$ cat src/rtl/rtc_ctrl_pkg.sv
// Shared constants and helpers for the RTC sequencer: register offsets,
// CTRL/STATUS bit positions, BCD digit fields and limits, FSM encodings.
package rtc_ctrl_pkg;

    // Register byte offsets from the Wishbone base address
    localparam logic [31:0] OFF_CTRL     = 32'h00;
    localparam logic [31:0] OFF_SET_TIME = 32'h04;
    localparam logic [31:0] OFF_ALARM    = 32'h08;
    localparam logic [31:0] OFF_STATUS   = 32'h0C;
    localparam logic [31:0] OFF_TIME     = 32'h10;
    localparam logic [31:0] OFF_PRESCALE = 32'h14;

    // CTRL and STATUS bit positions
    localparam int CTRL_RUN_BIT       = 0;
    localparam int CTRL_ALARM_EN_BIT  = 1;
    localparam int STATUS_ALARM_BIT   = 0;
    localparam int STATUS_SET_ERR_BIT = 1;

    // BCD digit field positions inside {hrm,hrl,minm,minl,secm,secl}
    localparam int HRM_LSB  = 20;
    localparam int HRL_LSB  = 16;
    localparam int MINM_LSB = 12;
    localparam int MINL_LSB = 8;
    localparam int SECM_LSB = 4;
    localparam int SECL_LSB = 0;

    // Largest legal value of each digit; hours in the 20s stop at 23
    localparam logic [3:0] HRM_MAX        = 4'd2;
    localparam logic [3:0] HRL_MAX        = 4'd9;
    localparam logic [3:0] HRL_MAX_IN_20S = 4'd3;
    localparam logic [3:0] MINM_MAX       = 4'd5;
    localparam logic [3:0] MINL_MAX       = 4'd9;
    localparam logic [3:0] SECM_MAX       = 4'd5;
    localparam logic [3:0] SECL_MAX       = 4'd9;

    // Sequencer state encodings
    localparam logic [1:0] S_STOP = 2'd0;
    localparam logic [1:0] S_RUN  = 2'd1;
    localparam logic [1:0] S_LOAD = 2'd2;

    // True when a packed BCD time is a legal 24-hour hh:mm:ss value
    function automatic logic bcd_time_valid(input logic [23:0] t);
        logic [3:0] hrm;
        logic [3:0] hrl;
        logic [3:0] minm;
        logic [3:0] minl;
        logic [3:0] secm;
        logic [3:0] secl;
        hrm  = t[HRM_LSB  +: 4];
        hrl  = t[HRL_LSB  +: 4];
        minm = t[MINM_LSB +: 4];
        minl = t[MINL_LSB +: 4];
        secm = t[SECM_LSB +: 4];
        secl = t[SECL_LSB +: 4];
        return (hrm <= HRM_MAX) && (hrl <= HRL_MAX)
            && !((hrm == HRM_MAX) && (hrl > HRL_MAX_IN_20S))
            && (minm <= MINM_MAX) && (minl <= MINL_MAX)
            && (secm <= SECM_MAX) && (secl <= SECL_MAX);
    endfunction

    // Replace only the bytes whose select bit is set
    function automatic logic [31:0] byte_merge(input logic [31:0] old_w,
                                               input logic [31:0] new_w,
                                               input logic [3:0]  sel);
        logic [31:0] r;
        r = old_w;
        for (int b = 0; b < 4; b++) begin
            if (sel[b]) r[8*b +: 8] = new_w[8*b +: 8];
        end
        return r;
    endfunction

endpackage

$ cat src/rtl/rtc_prescaler.sv
// Seconds-tick prescaler: counts bus clocks up to PRESCALE and emits a
// one-cycle tick on the terminal count. clear restarts the count from 0
// and suppresses the tick; with enable low the count simply holds.
module rtc_prescaler #(
    parameter int W = 24
) (
    input  logic         clk,
    input  logic         rst,
    input  logic         enable,
    input  logic         clear,
    input  logic [W-1:0] prescale,
    output logic         tick
);

    logic [W-1:0] cnt;
    logic         at_limit;

    // A limit lowered below cnt is only met after cnt rolls over through all-ones
    assign at_limit = (cnt == prescale);
    assign tick     = enable & ~clear & at_limit;

    // Count while enabled, restart on the terminal count or on a clear
    always_ff @(posedge clk or posedge rst) begin
        if (rst) begin
            cnt <= '0;
        end else if (clear) begin
            cnt <= '0;
        end else if (enable) begin
            if (at_limit) cnt <= '0;
            else          cnt <= cnt + W'(1);
        end
    end

endmodule

$ cat src/rtl/rtc_ctrl.sv
// Wishbone-controlled sequencer for the BCD hh:mm:ss counter chain.
// Decodes the register file, validates and issues time loads, drives the
// seconds prescaler and raises a level alarm interrupt on a time match.
module rtc_ctrl #(
    parameter logic [31:0] BASE_ADDR    = 32'h3000_0000,
    parameter int          PRESCALE_W   = 24,
    parameter logic [PRESCALE_W-1:0] PRESCALE_RST = 24'd9_999_999
) (
    input  logic        wb_clk_i,
    input  logic        wb_rst_i,
    input  logic        wbs_cyc_i,
    input  logic        wbs_stb_i,
    input  logic        wbs_we_i,
    input  logic [3:0]  wbs_sel_i,
    input  logic [31:0] wbs_adr_i,
    input  logic [31:0] wbs_dat_i,
    output logic        wbs_ack_o,
    output logic [31:0] wbs_dat_o,
    input  logic [23:0] time_i,
    output logic        tick_o,
    output logic        load_o,
    output logic [23:0] load_time_o,
    output logic        irq_o
);
    import rtc_ctrl_pkg::*;

    logic                  ctrl_run;
    logic                  ctrl_alarm_en;
    logic [23:0]           alarm_time;
    logic                  alarm_flag;
    logic                  set_err;
    logic [PRESCALE_W-1:0] prescale;
    logic [1:0]            state;
    logic [1:0]            state_next;
    logic [23:0]           load_time;
    logic                  match_q;
    logic                  match_prev;

    logic [31:0] offset;
    logic        req;
    logic        wr_req;
    logic        hit_ctrl;
    logic        hit_set_time;
    logic        hit_alarm;
    logic        hit_status;
    logic        hit_prescale;
    logic [31:0] rd_data;
    logic [31:0] set_word;
    logic [31:0] alarm_word;
    logic [31:0] pre_word;
    logic        time_ok;
    logic        set_time_go;
    logic        set_time_bad;
    logic        status_clr_alarm;
    logic        status_clr_err;
    logic        alarm_rise;
    logic        unused_bits;

    // A new request is one not already being acknowledged, so a held strobe acks every other cycle
    assign offset = wbs_adr_i - BASE_ADDR;
    assign req    = wbs_cyc_i & wbs_stb_i & ~wbs_ack_o;
    assign wr_req = req & wbs_we_i;

    assign hit_ctrl     = (offset == OFF_CTRL);
    assign hit_set_time = (offset == OFF_SET_TIME);
    assign hit_alarm    = (offset == OFF_ALARM);
    assign hit_status   = (offset == OFF_STATUS);
    assign hit_prescale = (offset == OFF_PRESCALE);

    // Partial writes keep the unselected bytes; SET_TIME merges over the last loaded time
    assign set_word   = byte_merge({8'h00, load_time}, wbs_dat_i, wbs_sel_i);
    assign alarm_word = byte_merge({8'h00, alarm_time}, wbs_dat_i, wbs_sel_i);
    assign pre_word   = byte_merge(32'(prescale), wbs_dat_i, wbs_sel_i);
    assign unused_bits = ^{set_word[31:24], alarm_word[31:24], pre_word[31:PRESCALE_W]};

    assign time_ok      = bcd_time_valid(set_word[23:0]);
    assign set_time_go  = wr_req & hit_set_time & time_ok;
    assign set_time_bad = wr_req & hit_set_time & ~time_ok;

    assign status_clr_alarm = wr_req & hit_status & wbs_sel_i[0] & wbs_dat_i[STATUS_ALARM_BIT];
    assign status_clr_err   = wr_req & hit_status & wbs_sel_i[0] & wbs_dat_i[STATUS_SET_ERR_BIT];

    // Read mux: SET_TIME, unused bits and unmapped offsets all read as zero
    always_comb begin
        rd_data = 32'h0;
        case (offset)
            OFF_CTRL: begin
                rd_data[CTRL_RUN_BIT]      = ctrl_run;
                rd_data[CTRL_ALARM_EN_BIT] = ctrl_alarm_en;
            end
            OFF_ALARM:    rd_data = {8'h00, alarm_time};
            OFF_STATUS: begin
                rd_data[STATUS_ALARM_BIT]   = alarm_flag;
                rd_data[STATUS_SET_ERR_BIT] = set_err;
            end
            OFF_TIME:     rd_data = {8'h00, time_i};
            OFF_PRESCALE: rd_data = 32'(prescale);
            default:      rd_data = 32'h0;
        endcase
    end

    // Registered one-cycle acknowledge with read data captured alongside it
    always_ff @(posedge wb_clk_i or posedge wb_rst_i) begin
        if (wb_rst_i) begin
            wbs_ack_o <= 1'b0;
            wbs_dat_o <= 32'h0;
        end else begin
            wbs_ack_o <= req;
            wbs_dat_o <= (req & ~wbs_we_i) ? rd_data : 32'h0;
        end
    end

    // Plain read/write configuration registers, updated on the edge that raises ack
    always_ff @(posedge wb_clk_i or posedge wb_rst_i) begin
        if (wb_rst_i) begin
            ctrl_run      <= 1'b0;
            ctrl_alarm_en <= 1'b0;
            alarm_time    <= 24'h0;
            prescale      <= PRESCALE_RST;
        end else if (wr_req) begin
            if (hit_ctrl && wbs_sel_i[0]) begin
                ctrl_run      <= wbs_dat_i[CTRL_RUN_BIT];
                ctrl_alarm_en <= wbs_dat_i[CTRL_ALARM_EN_BIT];
            end
            if (hit_alarm)    alarm_time <= alarm_word[23:0];
            if (hit_prescale) prescale   <= pre_word[PRESCALE_W-1:0];
        end
    end

    // Sticky status flags; a new alarm in the same cycle as its clear wins
    always_ff @(posedge wb_clk_i or posedge wb_rst_i) begin
        if (wb_rst_i) begin
            alarm_flag <= 1'b0;
            set_err    <= 1'b0;
        end else begin
            if (alarm_rise)            alarm_flag <= 1'b1;
            else if (status_clr_alarm) alarm_flag <= 1'b0;
            if (set_time_bad)          set_err    <= 1'b1;
            else if (status_clr_err)   set_err    <= 1'b0;
        end
    end

    // Registered match and its previous value so the flag fires only on the rising edge
    always_ff @(posedge wb_clk_i or posedge wb_rst_i) begin
        if (wb_rst_i) begin
            match_q    <= 1'b0;
            match_prev <= 1'b0;
        end else begin
            match_q    <= (time_i == alarm_time) & ctrl_alarm_en;
            match_prev <= match_q;
        end
    end

    assign alarm_rise = match_q & ~match_prev;
    assign irq_o      = alarm_flag & ctrl_alarm_en;

    // Next-state logic: a valid SET_TIME pre-empts the run/stop decision
    always_comb begin
        state_next = state;
        case (state)
            S_STOP:  if (ctrl_run)  state_next = S_RUN;
            S_RUN:   if (!ctrl_run) state_next = S_STOP;
            S_LOAD:  state_next = ctrl_run ? S_RUN : S_STOP;
            default: state_next = S_STOP;
        endcase
        if (set_time_go) state_next = S_LOAD;
    end

    // State register and the value presented to the counter chain during the load cycle
    always_ff @(posedge wb_clk_i or posedge wb_rst_i) begin
        if (wb_rst_i) begin
            state     <= S_STOP;
            load_time <= 24'h0;
        end else begin
            state <= state_next;
            if (set_time_go) load_time <= set_word[23:0];
        end
    end

    assign load_o      = (state == S_LOAD);
    assign load_time_o = load_time;

    rtc_prescaler #(
        .W (PRESCALE_W)
    ) u_prescaler (
        .clk      (wb_clk_i),
        .rst      (wb_rst_i),
        .enable   (ctrl_run & (state != S_LOAD)),
        .clear    (state == S_LOAD),
        .prescale (prescale),
        .tick     (tick_o)
    );

endmodule

$ cat config.mk
export PLATFORM = sky130hd
export DESIGN_NAME = rtc_ctrl
export DESIGN_NICKNAME = d
export VERILOG_FILES = /design/src/rtl/rtc_ctrl_pkg.sv /design/src/rtl/rtc_prescaler.sv /design/src/rtl/rtc_ctrl.sv
export SDC_FILE = /design/constraint.sdc
export NUM_CORES = 1
export LEC_CHECK = 0
export CAP_MARGIN = 25
export CORE_MARGIN = 2
export CORE_UTILIZATION = 45
export DETAILED_ROUTE_END_ITERATION = 6
export HOLD_SLACK_MARGIN = 0.1
export PLACE_DENSITY = 0.76
export SLEW_MARGIN = 20
export SYNTH_ARGS = -nofsm -noshare
export SYNTH_HDL_FRONTEND = slang
export SYNTH_HIERARCHICAL = 1
export SYNTH_SLANG_ARGS = --single-unit
export TNS_END_PERCENT = 30
$ cat constraint.sdc
create_clock -name wb_clk_i -period 3.6 [get_ports wb_clk_i]
set_input_delay 0.72 -clock wb_clk_i [delete_from_list [all_inputs] [get_ports wb_clk_i]]
set_output_delay 0.72 -clock wb_clk_i [all_outputs]
set_load 0.05 [all_outputs]
Word-level counts from Yosys, hierarchy flattened --
Index checks and enable logic that the tools add are counted.
Cells by class: equal/unequal tests 13, div/mod/pow operators 0, magnitude comparators 7, shifts and indexed selects 0, add/sub/neg operators 2, multiplexer cells 18, multipliers 0, bitwise gates (word level) 22, reductions and logical operators 22
Operator list (number):
- $mux W24 | 3
- $pmux W22 S3 | 1
- $eq A32 B4 Y1 const B | 2
- $eq A32 B5 Y1 const B | 2
- $eq A24 B24 Y1 | 2
- $eq A32 B3 Y1 const B | 1
- $logic_not A32 Y1 | 1
- $mux W32 | 1
- $sub A32 B30 Y32 const B | 1
- $add A24 B1 Y24 const B | 1
- $mux W8 | 3
- $reduce_and A3 Y1 | 6
- $and A1 B1 Y1 | 17
- $le A4 B4 Y1 const B | 3
- $pmux W2 S5 | 1
- $le A4 B3 Y1 const B | 2
- $logic_and A1 B1 Y1 | 8
- $mux W2 | 3
- $ne A3 B3 Y1 const B | 2
- $pmux W2 S3 | 1
- $reduce_bool A2 Y1 | 3
- $mux W1 | 5
- $not A1 Y1 | 5
- $eq A4 B2 Y1 const B | 1
- 8 further kinds | 9
Word-level totals: input port bits 97, memories 0, RAM bits 0, word-level logic and storage cells 101, memory bits (read-only) 0, register bits 137, latch bits 0

Logic depth before layout (Yosys ltp) --
Gate-level depths: netlist of the first run.
word-level depth 12, depth in mapped cells 9, gate-level depth less buffers 7

Hierarchy --
The synthesis of the first run kept the hierarchy.
By module, submodules not included:
- rtc_ctrl | cells each 409, instances 1, sequential area each 2645.0 µm², area each 5173.7 µm²
- rtc_prescaler | cells each 189, instances 1, sequential area each 600.6 µm², area each 1671.6 µm²

Worst setup path after synthesis of the first run --
No wires, ideal clock.
path kind register -> output, start register prescale[2], end output tick_o, cell stages (with the launch flop) 6, path slack 0.913 ns, required time 2.880 ns, buffers on the path 0, arrival time 1.967 ns, cells stage by stage dfstp_2 -> xnor2_1 -> nand4_1 -> nor4_4 -> nand2_1 -> nor2_1
Between the ends: word-level cells in the longest chain between the ends 2
Ends and longest elaborated chain:
- start, declared | line rtc_ctrl.sv:32 | logic [PRESCALE_W-1:0] prescale;
- start signal, assigned | line rtc_ctrl.sv:126 | if (hit_prescale) prescale <= pre_word[PRESCALE_W-1:0];
- $eq A24 B24 Y1 | line rtc_prescaler.sv:19 | assign at_limit = (cnt == prescale);
- $and A1 B1 Y1 | line rtc_prescaler.sv:20 | assign tick = enable & ~clear & at_limit;
- end, declared | line rtc_ctrl.sv:20 | output logic tick_o,
Every way passes these cells.

Final worst setup path of the first run --
start register prescale[20], end output tick_o
The elaborated chain is that of the path after synthesis.

==> run summary, run 1 <==
Status - finished, final reports clean
Largest net degree at the start of global routing - 58
Worst Clk Skew - 0.00874 ns
Worst-Margin Slew - 0.880 ns
CTS Buf Count - 17
Synth cell types - 59
Global-route wire length before repair - 29800 um
I/O pin total - 157
Power Dens Cells - 382 nW/um2
DRC violations left - 0
Core area - 15000 um2
Clk slew on worst S/H paths - 0.06 ns
Post_cts resized - 1
Wire per inst - 20.1 um
CP max stage cell - dfstp_2
Commonest cells after routing, fill and taps aside - clkdlybuf4s50_1, dfrtp_1, mux2_2
Num rows - 45
Final setup violating endpoints - 0
Mapped cell area - 6850 um2
Fmax - 302 MHz
Met1 Use GR - 0.298
Critical path data required time - 2.88 ns
Initial antenna violation count - 0
CTS tree - done
Die Width - 127 um
MaxCap Viol Count - 0
Mapped Cells - 598
Critical path launch point type - register
Crit. End Element - primary output
Sequential area share after synthesis - 0.474
First-pass iteration count of the detailed router - 7
Die area - 16200 um2
Post-route ant nets - 0
Clk root buf - clkbuf_16
Syn_area_per_cell - 11.4 um2
Chip height - 127 um
Initial Utilization - 0.455
NumNets Final - 837
Top Usage Layer GRT - met2
GPL Wtd Cong - 0.911
Global-route usage over all layers - 0.239
CP max FO - 5
Max Root-Sink Buffers - 2
Via count - 5466
Met2 usage in global routing - 0.404
Crit share post-route - 0.920
IO buf count - 139
Worst slew margin - 0.413
Worst min path class - reg -> reg
Hold Vio Cnt, Final - 0
Drt via density - 5.81
Share of post-route cells with drive strength above 1 - 0.241
Syn. warnings - 6
Htree depth - 4
Met3 usage - 0.0574
Worst-skew pair later-pin latency - 0.42 ns
Ant diodes - 0
VDD IR max - 0.323 mV
Number of synthesized register bits - 129
Fin crit period - 3.31 ns
Worst setup path class - reg -> out
Area grow syn2layout - 31.5%
Leakage - 3.87 nW
Remaining Overflow, GRT - 0
# hold bufs at CTS - 0
Final wirelength - 18900 um
Number of flops mapped to enable cells by yosys - 0
Non-Filler Instances - 940
DRT iter0 DRCs - 401
RSZ-0062 raised after global routing - no
Final Slew Violations - 0
Setup TNS - 0 ns
Hpwl dp - 14000 um
Synth Flop Type - dfrtp_1
Crit path arrival time - 2.59 ns
Crit-path leading delay family - simple AND/OR/NAND/NOR gates
Most common cell after layout, fill and taps aside - clkdlybuf4s50_1
Buffers & Inverters on Critical Path - 1
Num Clock Sinks - 129
Cell Chain, Critical Path - xnor2_1, nand4_1, nor4_4, nand2_1, nor2_1, dlygate4sd2_1
Post-CTS setup buffer count - 0
Vias in the first global route - 5624
Dpl cells - 907
Critical Path Max Stage Delay - 0.56 ns
Worst hold slack - 0.398 ns
Post-synth ARST share - 1.00
[sequential cells by signal (all words and copies together) (netlist names), 2 cells and up]
| signal | count |
|---|---|
| alarm_time | 24 |
| state | 2 |
| load_time_o | 24 |
| prescale | 24 |
| wbs_dat_o | 24 |
| u_prescaler/cnt | 24 |
[cells by family after synthesis]
group                    synth area share
XOR/XNOR                           0.0625
adder cells (fa/ha/maj)           0.00183
AND/OR/NAND/NOR                     0.182
AO/OA/AOI/OAI                      0.0766
buffers and inverters              0.0378
other                            0.000548
flip-flops                          0.474
multiplexers                        0.165
[report_power, final]
group | leakage [nW] | switching, mW | internal, mW
Sequential | 1.75 | 0.000495 | 1.45
Combinational | 1.83 | 0.136 | 0.126
Clock | 0.288 | 0.651 | 1.07
Total | 3.87 | 0.787 | 2.65
[cell type report]
class	count	area, um2
clock inverter	12	133
timing repair buffer	154	1520
clock buffer	20	467
sequential	129	3250
fill	1225	6030
tap	188	235
multi-input combinational	429	3370
inverter	8	32.5
[per-layer routing]
layer  wire (um)  vias to the layer above
met3        1060                       40
met5           0                        -
met1        7660                     2763
met4         535                        0
met2        9620                      194
li1            -                     2469
[path summary, 6_finish.rpt]
kind	slack [ns]	endpoint	from	cells past startpoint
setup / recovery	0.29	tick_o	prescale[20]	6
hold / removal	0.40	match_prev	match_q	0
setup reg to reg	1.25	u_prescaler/cnt[22]	u_prescaler/cnt[0]	6
hold reg to reg	0.40	match_prev	match_q	0
max in group asynchronous	2.02	prescale[10]	wb_rst_i	3
min in group asynchronous	0.60	u_prescaler/cnt[5]	wb_rst_i	2
[synthesized netlist by cell type (3+ instances only)]
library cell	count	share of area
dfrtp_1	115	0.42
mux2_2	90	0.15
nor2_1	40	0.022
nand2_1	32	0.018
xnor2_1	32	0.041
nand3_1	26	0.019
a22oi_1	25	0.027
nand4_1	21	0.019
xor2_1	15	0.019
dfstp_2	14	0.054
buf_2	12	0.0088
buf_4	12	0.013
clkbuf_1	12	0.0066
and2_1	11	0.010
o21ai_0	11	0.0080
nor4_1	10	0.0091
inv_1	8	0.0044
mux2i_1	8	0.012
and3_1	7	0.0064
nor3_1	7	0.0051
a21oi_1	6	0.0044
nand2b_1	5	0.0046
nand4_2	5	0.0091
a31oi_1	4	0.0037
nor3b_1	4	0.0044
nor4_2	4	0.0073
o311ai_0	4	0.0051
a211oi_1	3	0.0033
and4_1	3	0.0038
buf_6	3	0.0049
mux2_1	3	0.0049
nor2b_1	3	0.0027
nor4b_2	3	0.0066
o31ai_1	3	0.0033
or3b_2	3	0.0038
[metrics by stage]
step	utilization	setup WS (ns)	instance area (um2)	power (mW)
floorplan	-	0.143	6870	1.59
global placement	0.558	0.379	8390	1.73
detailed placement	0.558	0.295	8390	1.74
CTS	0.598	0.282	8990	3.46
global route	0.599	0.179	9000	3.55
finish	0.599	0.288	9000	3.44
(Power assumes the default switching activity.)
==> run 2, diff against run 1 <==
--- a/config.mk
+++ b/config.mk
@@ -5,12 +5,12 @@
 export SDC_FILE = /design/constraint.sdc
 export NUM_CORES = 1
 export LEC_CHECK = 0
-export CAP_MARGIN = 25
+export CAP_MARGIN = 40
 export CORE_MARGIN = 2
-export CORE_UTILIZATION = 45
+export CORE_UTILIZATION = 43
 export DETAILED_ROUTE_END_ITERATION = 6
 export HOLD_SLACK_MARGIN = 0.1
-export PLACE_DENSITY = 0.76
+export PLACE_DENSITY = 0.73
 export SLEW_MARGIN = 20
 export SYNTH_ARGS = -nofsm -noshare
 export SYNTH_HDL_FRONTEND = slang
==> run 2 against run 1 <==
Effect of this change:
- combinational power about the same
- non-clock buffer count is 2 lower
- die area is 4.5% higher
- total power barely moved
- sequential power about the same
- highest routed layer unchanged
==> run summary, run 2 (synthesized netlist as in run 1, its figures left out) <==
Comb pwr share - 0.076 (about the same)
Initial Utilization - 0.436 (-0.0197)
Most common cell after layout, fill and taps aside - clkdlybuf4s50_1
Largest net degree at the start of global routing - 59 (+1.7%)
VDD IR max - 0.341 mV (+5.6%)
Worst Setup EP - tick_o
Setup TNS - 0 ns (unchanged)
Worst-skew pair later-pin latency - 0.42 ns (about the same)
Crit-path leading delay family - simple AND/OR/NAND/NOR gates
CTS tree - done
Total Power - 3.44 mW (about the same)
Die area - 16900 um2 (+4.5%)
Max Root-Sink Buffers - 2 (unchanged)
Reg-to-reg endpoint - u_prescaler/cnt[10]
Cell count along the critical path - 6 (unchanged)
DRC violations left - 0 (unchanged)
Chip height - 130 um (+2.2%)
Share of post-route cells with drive strength above 1 - 0.239 (-0.00202)
Via count - 5457 (-0.16%)
Crit path arrival time - 2.61 ns (+0.02 ns)
Initial antenna violation count - 0 (unchanged)
Crit share post-route - 0.926 (+0.00629)
GPL Wtd Cong - 0.908 (-0.42%)
Remaining Overflow, GRT - 0 (unchanged)
Wire per inst - 19.3 um (-3.8%)
Final setup violating endpoints - 0 (unchanged)
Crit. End Element - primary output
# hold bufs at CTS - 0 (unchanged)
Non-Filler Instances - 966 (+2.8%)
Worst slew margin - 0.420 (+0.00649)
Critical Path Source - prescale[20]
RSZ-0062 raised after global routing - no
Global-route wire length before repair - 29100 um (-2.4%)
DP Area - 8420 um2 (+0.42%)
Filler instances - 1292 (+5.5%)
Core area - 15700 um2 (+4.5%)
Critical path launch point type - register
CP max stage cell - dfstp_2
NumNets Final - 835 (-0.24%)
DP Worst Slack - 0.287 ns (-0.00786 ns)
Cell Chain, Critical Path - xnor2_1, nand4_1, nor4_4, nand2_1, nor2_1, dlygate4sd2_1
Switching power share of the total - 0.236 (+0.00748)
Critical path data required time - 2.88 ns (about the same)
Internal power - 2.62 mW (-1.1%)
CTS Buf Count - 17 (unchanged)
Clk root buf - clkbuf_16
Worst-Margin Slew - 0.870 ns (-0.00974 ns)
Leakage - 3.85 nW (-0.59%)
Clk slew on worst S/H paths - 0.06 ns (about the same)
Reg2Reg Depth - 6 (unchanged)
Buffers & Inverters on Critical Path - 1 (unchanged)
Final Slew Violations - 0 (unchanged)
Area grow syn2layout - 31.7%
Worst min path class - reg -> reg
Hpwl dp - 13800 um (-1.8%)
Power Dens Cells - 381 nW/um2 (-0.25%)
Status - finished, final reports clean
CP max FO - 5 (unchanged)
DRT iter0 DRCs - 394 (-1.7%)
R2R setup slack - 1.27 ns (+0.02 ns)
Clk pwr share - 0.502 (about the same)
Ant diodes - 0 (unchanged)
Post-route ant nets - 0 (unchanged)
Reg power frac - 0.423 (about the same)
MaxCap Viol Count - 0 (unchanged)
Final Cell Area - 9020 um2 (+0.17%)
Hold Vio Cnt, Final - 0 (unchanged)
Global-route usage over all layers - 0.227 (-0.0124)
First-pass iteration count of the detailed router - 5 (-2)
Post_cts resized - 1 (unchanged)
Vias in the first global route - 5429 (-3.5%)
R2r startpoint - u_prescaler/cnt[16]
Final wirelength - 18700 um (-1.1%)
Psw - 812 uW (+3.2%)
Die Width - 130 um (+2.2%)
Worst hold slack - 0.404 ns (+0.00599 ns)
Commonest cells after routing, fill and taps aside - clkdlybuf4s50_1, dfrtp_1, mux2_2
Drt via density - 5.65 (-2.9%)
Num Clock Sinks - 129 (unchanged)
Final core occ - 0.574 (-0.0249)
Fin crit period - 3.33 ns (+0.0226 ns)
Dpl cells - 934 (+3.0%)
Worst Clk Skew - 0.00683 ns (-0.00192 ns)
Htree depth - 4 (unchanged)
Post-CTS setup buffer count - 0 (unchanged)
Num rows - 46 (+2.2%)
Worst setup path class - reg -> out
Critical Path Max Stage Delay - 0.57 ns (about the same)
Fin worst setup slack - 0.266 ns (-0.0226 ns)
Fmax - 300 MHz (-0.68%)
IO buf count - 139 (unchanged)
I/O pin total - 157 (unchanged)
## run 2: layout make-up
type	instances	area, um2	area share
multi-input combinational	429	3370	0.373
clock inverter	14	155	0.0172
clock buffer	18	439	0.0487
tap	216	270	0.0300
sequential	129	3250	0.360
timing repair buffer	152	1510	0.167
inverter	8	32.5	0.00361
## run 2: routing by layer
layer | up-vias | global-route usage | share of wire
met4 | 0 | 0.0740 | 0.019
met2 | 210 | 0.382 | 0.51
met1 | 2761 | 0.297 | 0.42
met3 | 29 | 0.0422 | 0.050
met5 | - | 0 | 0
li1 | 2457 | - | -
## run 2: worst min-delay path by stage
stage | startpoint | endpoint | cells past startpoint
2_1_floorplan | match_q | match_prev | 0
3_3_place_gp | match_q | match_prev | 0
3_5_place_dp | match_q | match_prev | 0
4_1_cts | match_q | match_prev | 0
5_1_grt | match_q | match_prev | 0
6_report | match_q | match_prev | 0
## run 2: power groups by stage
stage	logic [mW]	clock network, mW	registers, mW
after global routing	0.278	1.82	1.45
final	0.260	1.72	1.45
after detailed placement	0.260	0	1.48
after CTS	0.261	1.74	1.45
after global placement	0.254	0	1.48
after floorplan	0.109	0	1.48
==> run 3, diff against run 2 <==
--- a/config.mk
+++ b/config.mk
@@ -11,7 +11,7 @@
 export DETAILED_ROUTE_END_ITERATION = 6
 export HOLD_SLACK_MARGIN = 0.1
 export PLACE_DENSITY = 0.73
-export SLEW_MARGIN = 20
+export SLEW_MARGIN = 40
 export SYNTH_ARGS = -nofsm -noshare
 export SYNTH_HDL_FRONTEND = slang
 export SYNTH_HIERARCHICAL = 1
==> run 3 against run 2 <==
Effect of this change:
- sequential share of layout area increased by 0.25 points
- global-route usage increased by 0.053 points
- die area unchanged
- clock-buffer cell count unchanged
- critical path depth unchanged
- combinational power about the same
- sequential cell count unchanged
- largest power group unchanged
==> run summary, run 3 (synthesized netlist as in run 1, its figures left out) <==
Worst-Margin Slew - 0.804 ns (-0.0660 ns)
Worst Clk Skew - 0.00729 ns (+0.000459 ns)
GPL Wtd Cong - 0.908 (unchanged)
MaxCap Viol Count - 0 (unchanged)
Final wirelength - 18800 um (+0.48%)
R2R setup slack - 1.30 ns (+0.03 ns)
First-pass iteration count of the detailed router - 6 (+1)
Clk root buf - clkbuf_16
Num Clock Sinks - 129 (unchanged)
Post-route ant nets - 0 (unchanged)
Power Dens Cells - 367 nW/um2 (-3.8%)
Via count - 5414 (-0.79%)
Commonest cells after routing, fill and taps aside - clkdlybuf4s50_1, dfrtp_1, mux2_2
Ant diodes - 0 (unchanged)
Wire per inst - 19.4 um (+0.58%)
Vias in the first global route - 5473 (+0.81%)
Crit path arrival time - 2.65 ns (+0.04 ns)
Num rows - 46 (unchanged)
Post_cts resized - 1 (unchanged)
Critical path data required time - 2.88 ns (about the same)
Area grow syn2layout - 30.8%
Initial Utilization - 0.436 (unchanged)
I/O pin total - 157 (unchanged)
R2r startpoint - u_prescaler/cnt[0]
Status - finished, final reports clean
Leakage - 3.81 nW (-1.0%)
DRC violations left - 0 (unchanged)
CTS tree - done
Hpwl dp - 13700 um (-0.55%)
Worst setup path class - reg -> out
Htree depth - 4 (unchanged)
Max Root-Sink Buffers - 2 (unchanged)
Final core occ - 0.570 (-0.00390)
Largest net degree at the start of global routing - 59 (unchanged)
Critical path launch point type - register
CTS Buf Count - 17 (unchanged)
Setup TNS - 0 ns (unchanged)
Worst Setup EP - tick_o
IO buf count - 139 (unchanged)
Worst min path class - reg -> reg
NumNets Final - 834 (-0.12%)
CP max FO - 5 (unchanged)
RSZ-0062 raised after global routing - no
Global-route usage over all layers - 0.227 (+0.000535)
Remaining Overflow, GRT - 0 (unchanged)
Core area - 15700 um2 (unchanged)
Drt via density - 5.61 (-0.69%)
Fin crit period - 3.37 ns (+0.0383 ns)
Final Slew Violations - 0 (unchanged)
Die Width - 130 um (unchanged)
Most common cell after layout, fill and taps aside - clkdlybuf4s50_1
Worst slew margin - 0.459 (+0.0395)
Die area - 16900 um2 (unchanged)
Initial antenna violation count - 0 (unchanged)
Share of post-route cells with drive strength above 1 - 0.238 (-0.00102)
Crit. End Element - primary output
Final setup violating endpoints - 0 (unchanged)
DRT iter0 DRCs - 413 (+4.8%)
# hold bufs at CTS - 0 (unchanged)
Worst-skew pair later-pin latency - 0.43 ns (about the same)
Crit share post-route - 0.937 (+0.0106)
Reg-to-reg endpoint - u_prescaler/cnt[22]
Post-CTS setup buffer count - 0 (unchanged)
Critical Path Source - prescale[20]
Chip height - 130 um (unchanged)
Fmax - 297 MHz (-1.1%)
Hold Vio Cnt, Final - 0 (unchanged)
Global-route wire length before repair - 29100 um (about the same)
Clk slew on worst S/H paths - 0.06 ns (about the same)
VDD IR max - 0.333 mV (-2.3%)
Reg2Reg Depth - 6 (unchanged)
## run 3: stage by stage
stage | total power, mW | cells | cell area, um2 | worst slack [ns] | hold slack (ns)
final | 3.28 | 965 | 8960 | 0.227 | 0.405
after global routing | 3.39 | 965 | 8960 | 0.0869 | 0.413
after CTS | 3.29 | 965 | 8950 | 0.246 | 0.406
after detailed placement | 1.74 | 933 | 8410 | 0.306 | 0.383
after global placement | 1.73 | 933 | 8410 | 0.325 | 0.379
after floorplan | 1.59 | 605 | 6870 | 0.143 | 0.354
## run 3: worst min path at each step
stage | startpoint | to | slack, ns | depth (start not counted)
floorplan | match_q | match_prev | 0.35 | 0
global placement | match_q | match_prev | 0.38 | 0
detailed placement | match_q | match_prev | 0.38 | 0
CTS | match_q | match_prev | 0.41 | 0
global route | match_q | match_prev | 0.41 | 0
finish | match_q | match_prev | 0.40 | 0
## run 3: area by class of cell
class	instances	area, um2
fillers	1270	6760
well taps	216	270
multi-input cells	429	3370
clock buffers	18	429
clock inverters	14	111
flip-flops and latches	129	3250
inverters	8	32.5
repair buffers	151	1490
## run 3: worst max-delay path: stages (launching register included)
cell	delay, ns
dfstp_2	0.57
xnor2_1	0.16
nand4_1	0.19
nor4_4	0.46
nand2_1	0.12
nor2_1	0.16
dlygate4sd2_1	0.55
## run 3: metal layers
layer,track usage,routed length [um]
met3,0.0500,1090
met2,0.381,9490
met4,0.0715,409
met1,0.295,7770
met5,0,0
## run 3: power by group
part	switching [mW]	internal, mW	leakage [nW]
logic	0.135	0.125	1.81
registers	0.000617	1.45	1.75
clock network	0.687	0.885	0.246
==> edit (config.mk and constraints of run 1) <==
Take the reset off `wbs_dat_o` and load it in a clocked block of its own.
--- a/src/rtl/rtc_ctrl.sv
+++ b/src/rtl/rtc_ctrl.sv
@@ -105,7 +105,9 @@
             wbs_ack_o <= 1'b0;
-            wbs_dat_o <= 32'h0;
         end else begin
             wbs_ack_o <= req;
-            wbs_dat_o <= (req & ~wbs_we_i) ? rd_data : 32'h0;
         end
+    end
+
+    always_ff @(posedge wb_clk_i) begin
+        wbs_dat_o <= (req & ~wbs_we_i) ? rd_data : 32'h0;
     end
Behaviour: not the same (a bounded check fails within 4 cycles, from zero or initial values and one cycle with wb_rst_i high).
==> edit against run 1 <==
- sequential cell count did not move
- area after synthesis fell by 3.8%
- total power rose by 1.5%
- sequential share of layout area fell by 0.42 points
- setup slack got worse by 0.052 ns
- cell area fell by 2.6%
- wire length fell by 3.8%
- clock skew rose by 0.0018 ns
==> edit: results <==
{
  "grt_pass1_wl_um": 29400,
  "grtUsageTotal_pct": 23.8,
  "place.gp.congestion": 0.914,
  "hold_end": "match_prev",
  "internal_power_uw": 2740,
  "fin_nets": 835,
  "yosysSeqAreaShare_pct": 47.5,
  "r2r-end": "u_prescaler/cnt[20]",
  "finClkSkew_ns": 0.0106,
  "grt_pass1_vias": 5672,
  "yosysWarnings": 6,
  "r2r_slack_ns": 1.13,
  "insertion_delay_ns": 0.42,
  "finalNonFillerCells": 934,
  "io_buffers": 139,
  "ys_types": 55,
  "yosys-top-cells-area": "dfrtp_1 35%, mux2_2 14%, dfxtp_1 7.3%, dfstp_2 5.6%, xnor2_1 4.3%",
  "vias_per_cell": 5.80,
  "root_buffer": "clkbuf_16",
  "total_leakage_power_uw": 0.00376,
  "antenna_found_initial": 0,
  "grt_max_degree": 82,
  "drtIter0Drc": 408,
  "layout-drive-gt1-share_pct": 22.5,
  "clk_pin_slew_ns": 0.05,
  "ir_drop_mv": 0.280,
  "wl_per_cell_um": 19.5,
  "syn_inst": 594,
  "dp_cells": 901,
  "fillers": 1146,
  "cp.arrival_ns": 2.64,
  "dr.pass1.iters": 5,
  "async_reset_ff_share_pct": 81.4,
  "outcome": "finished clean",
  "slew-limit-headroom_pct": 29.2,
  "dp.final_hpwl_um": 13300,
  "ys_top_cells_by_count": "91 x dfrtp_1, 84 x mux2_2, 41 x nor2_1, 32 x xnor2_1, 31 x nand2_1"
}
[edit: cell count changes after synthesis, sizes merged, moves of 4 or more]
cell,delta
nand3,+4
and3,+4
dfrtp,-24
nor4b,-5
buf,-6
dfxtp,+24
[edit: final cells by class]
class	count	area (sq um)	share of cell area (%)
clock inverter	12	166	1.90
tap	184	230	2.62
clock buffer	20	447	5.09
sequential	129	3130	35.6
multi-input combinational	427	3250	37.1
timing repair buffer	153	1520	17.3
inverter	9	33.8	0.385
[edit: metrics by stage]
| stage | hold slack [ns] | setup slack, ns | utilization [%] | instance area (sq um) | power (uW) |
|---|---|---|---|---|---|
| floorplan | 0.354 | 0.823 | - | 6610 | 1580 |
| global placement | 0.367 | 0.349 | 56.5 | 8140 | 1720 |
| detailed placement | 0.374 | 0.282 | 56.5 | 8140 | 1720 |
| CTS | 0.413 | 0.269 | 60.7 | 8760 | 3510 |
| global route | 0.426 | 0.0917 | 60.8 | 8770 | 3610 |
| finish | 0.408 | 0.236 | 60.8 | 8770 | 3490 |
[edit: routing by layer]
| layer | GRT usage (%) | up-vias | part of all wire (%) |
|---|---|---|---|
| met4 | 9.15 | 0 | 2.7 |
| li1 | - | 2451 | - |
| met1 | 30.0 | 2673 | 41 |
| met2 | 39.5 | 259 | 49 |
| met5 | 0 | - | 0 |
| met3 | 6.20 | 33 | 7.3 |
[edit: worst max-delay path by stage]
stage / endpoint / start / slack, ns / cells past startpoint
4_1_cts: tick_o / prescale[1] / 0.27 / 6
3_5_place_dp: alarm_time[12] / wbs_adr_i[19] / 0.28 / 7
2_1_floorplan: alarm_flag / wb_rst_i / 0.82 / 1
3_3_place_gp: alarm_time[15] / wbs_adr_i[9] / 0.35 / 7
5_1_grt: tick_o / u_prescaler/cnt[2] / 0.09 / 6
6_report: tick_o / prescale[1] / 0.24 / 6
[edit: power groups by stage]
stage          registers, uW  clock network (uW)  logic, uW
2_1_floorplan           1480                   0        104
3_3_place_gp            1470                   0        245
3_5_place_dp            1470                   0        249
4_1_cts                 1450                1810        251
5_1_grt                 1450                1890        270
6_report                1450                1790        251
[edit: kinds of logic (layout without fill, tap and decap cells)]
kind of cell             after synthesis  count (layout)  synth area share, %
AO/OA/AOI/OAI                         74              74                 7.77
XOR/XNOR                              48              48                 6.50
adder cells (fa/ha/maj)                1               1                0.190
buffers and inverters                 45             194                 3.59
flip-flops                           129             129                 47.5
multiplexers                         100             100                 17.0
other                                  1               8               0.0570
AND/OR/NAND/NOR                      196             196                 17.4
[edit: worst max-delay path: stages, from the launching register on]
cell,delay (ns)
dfstp_2,0.56
xnor2_1,0.16
nand4_1,0.22
nor4_4,0.40
nand2_1,0.13
nor2_1,0.20
dlygate4sd2_1,0.56
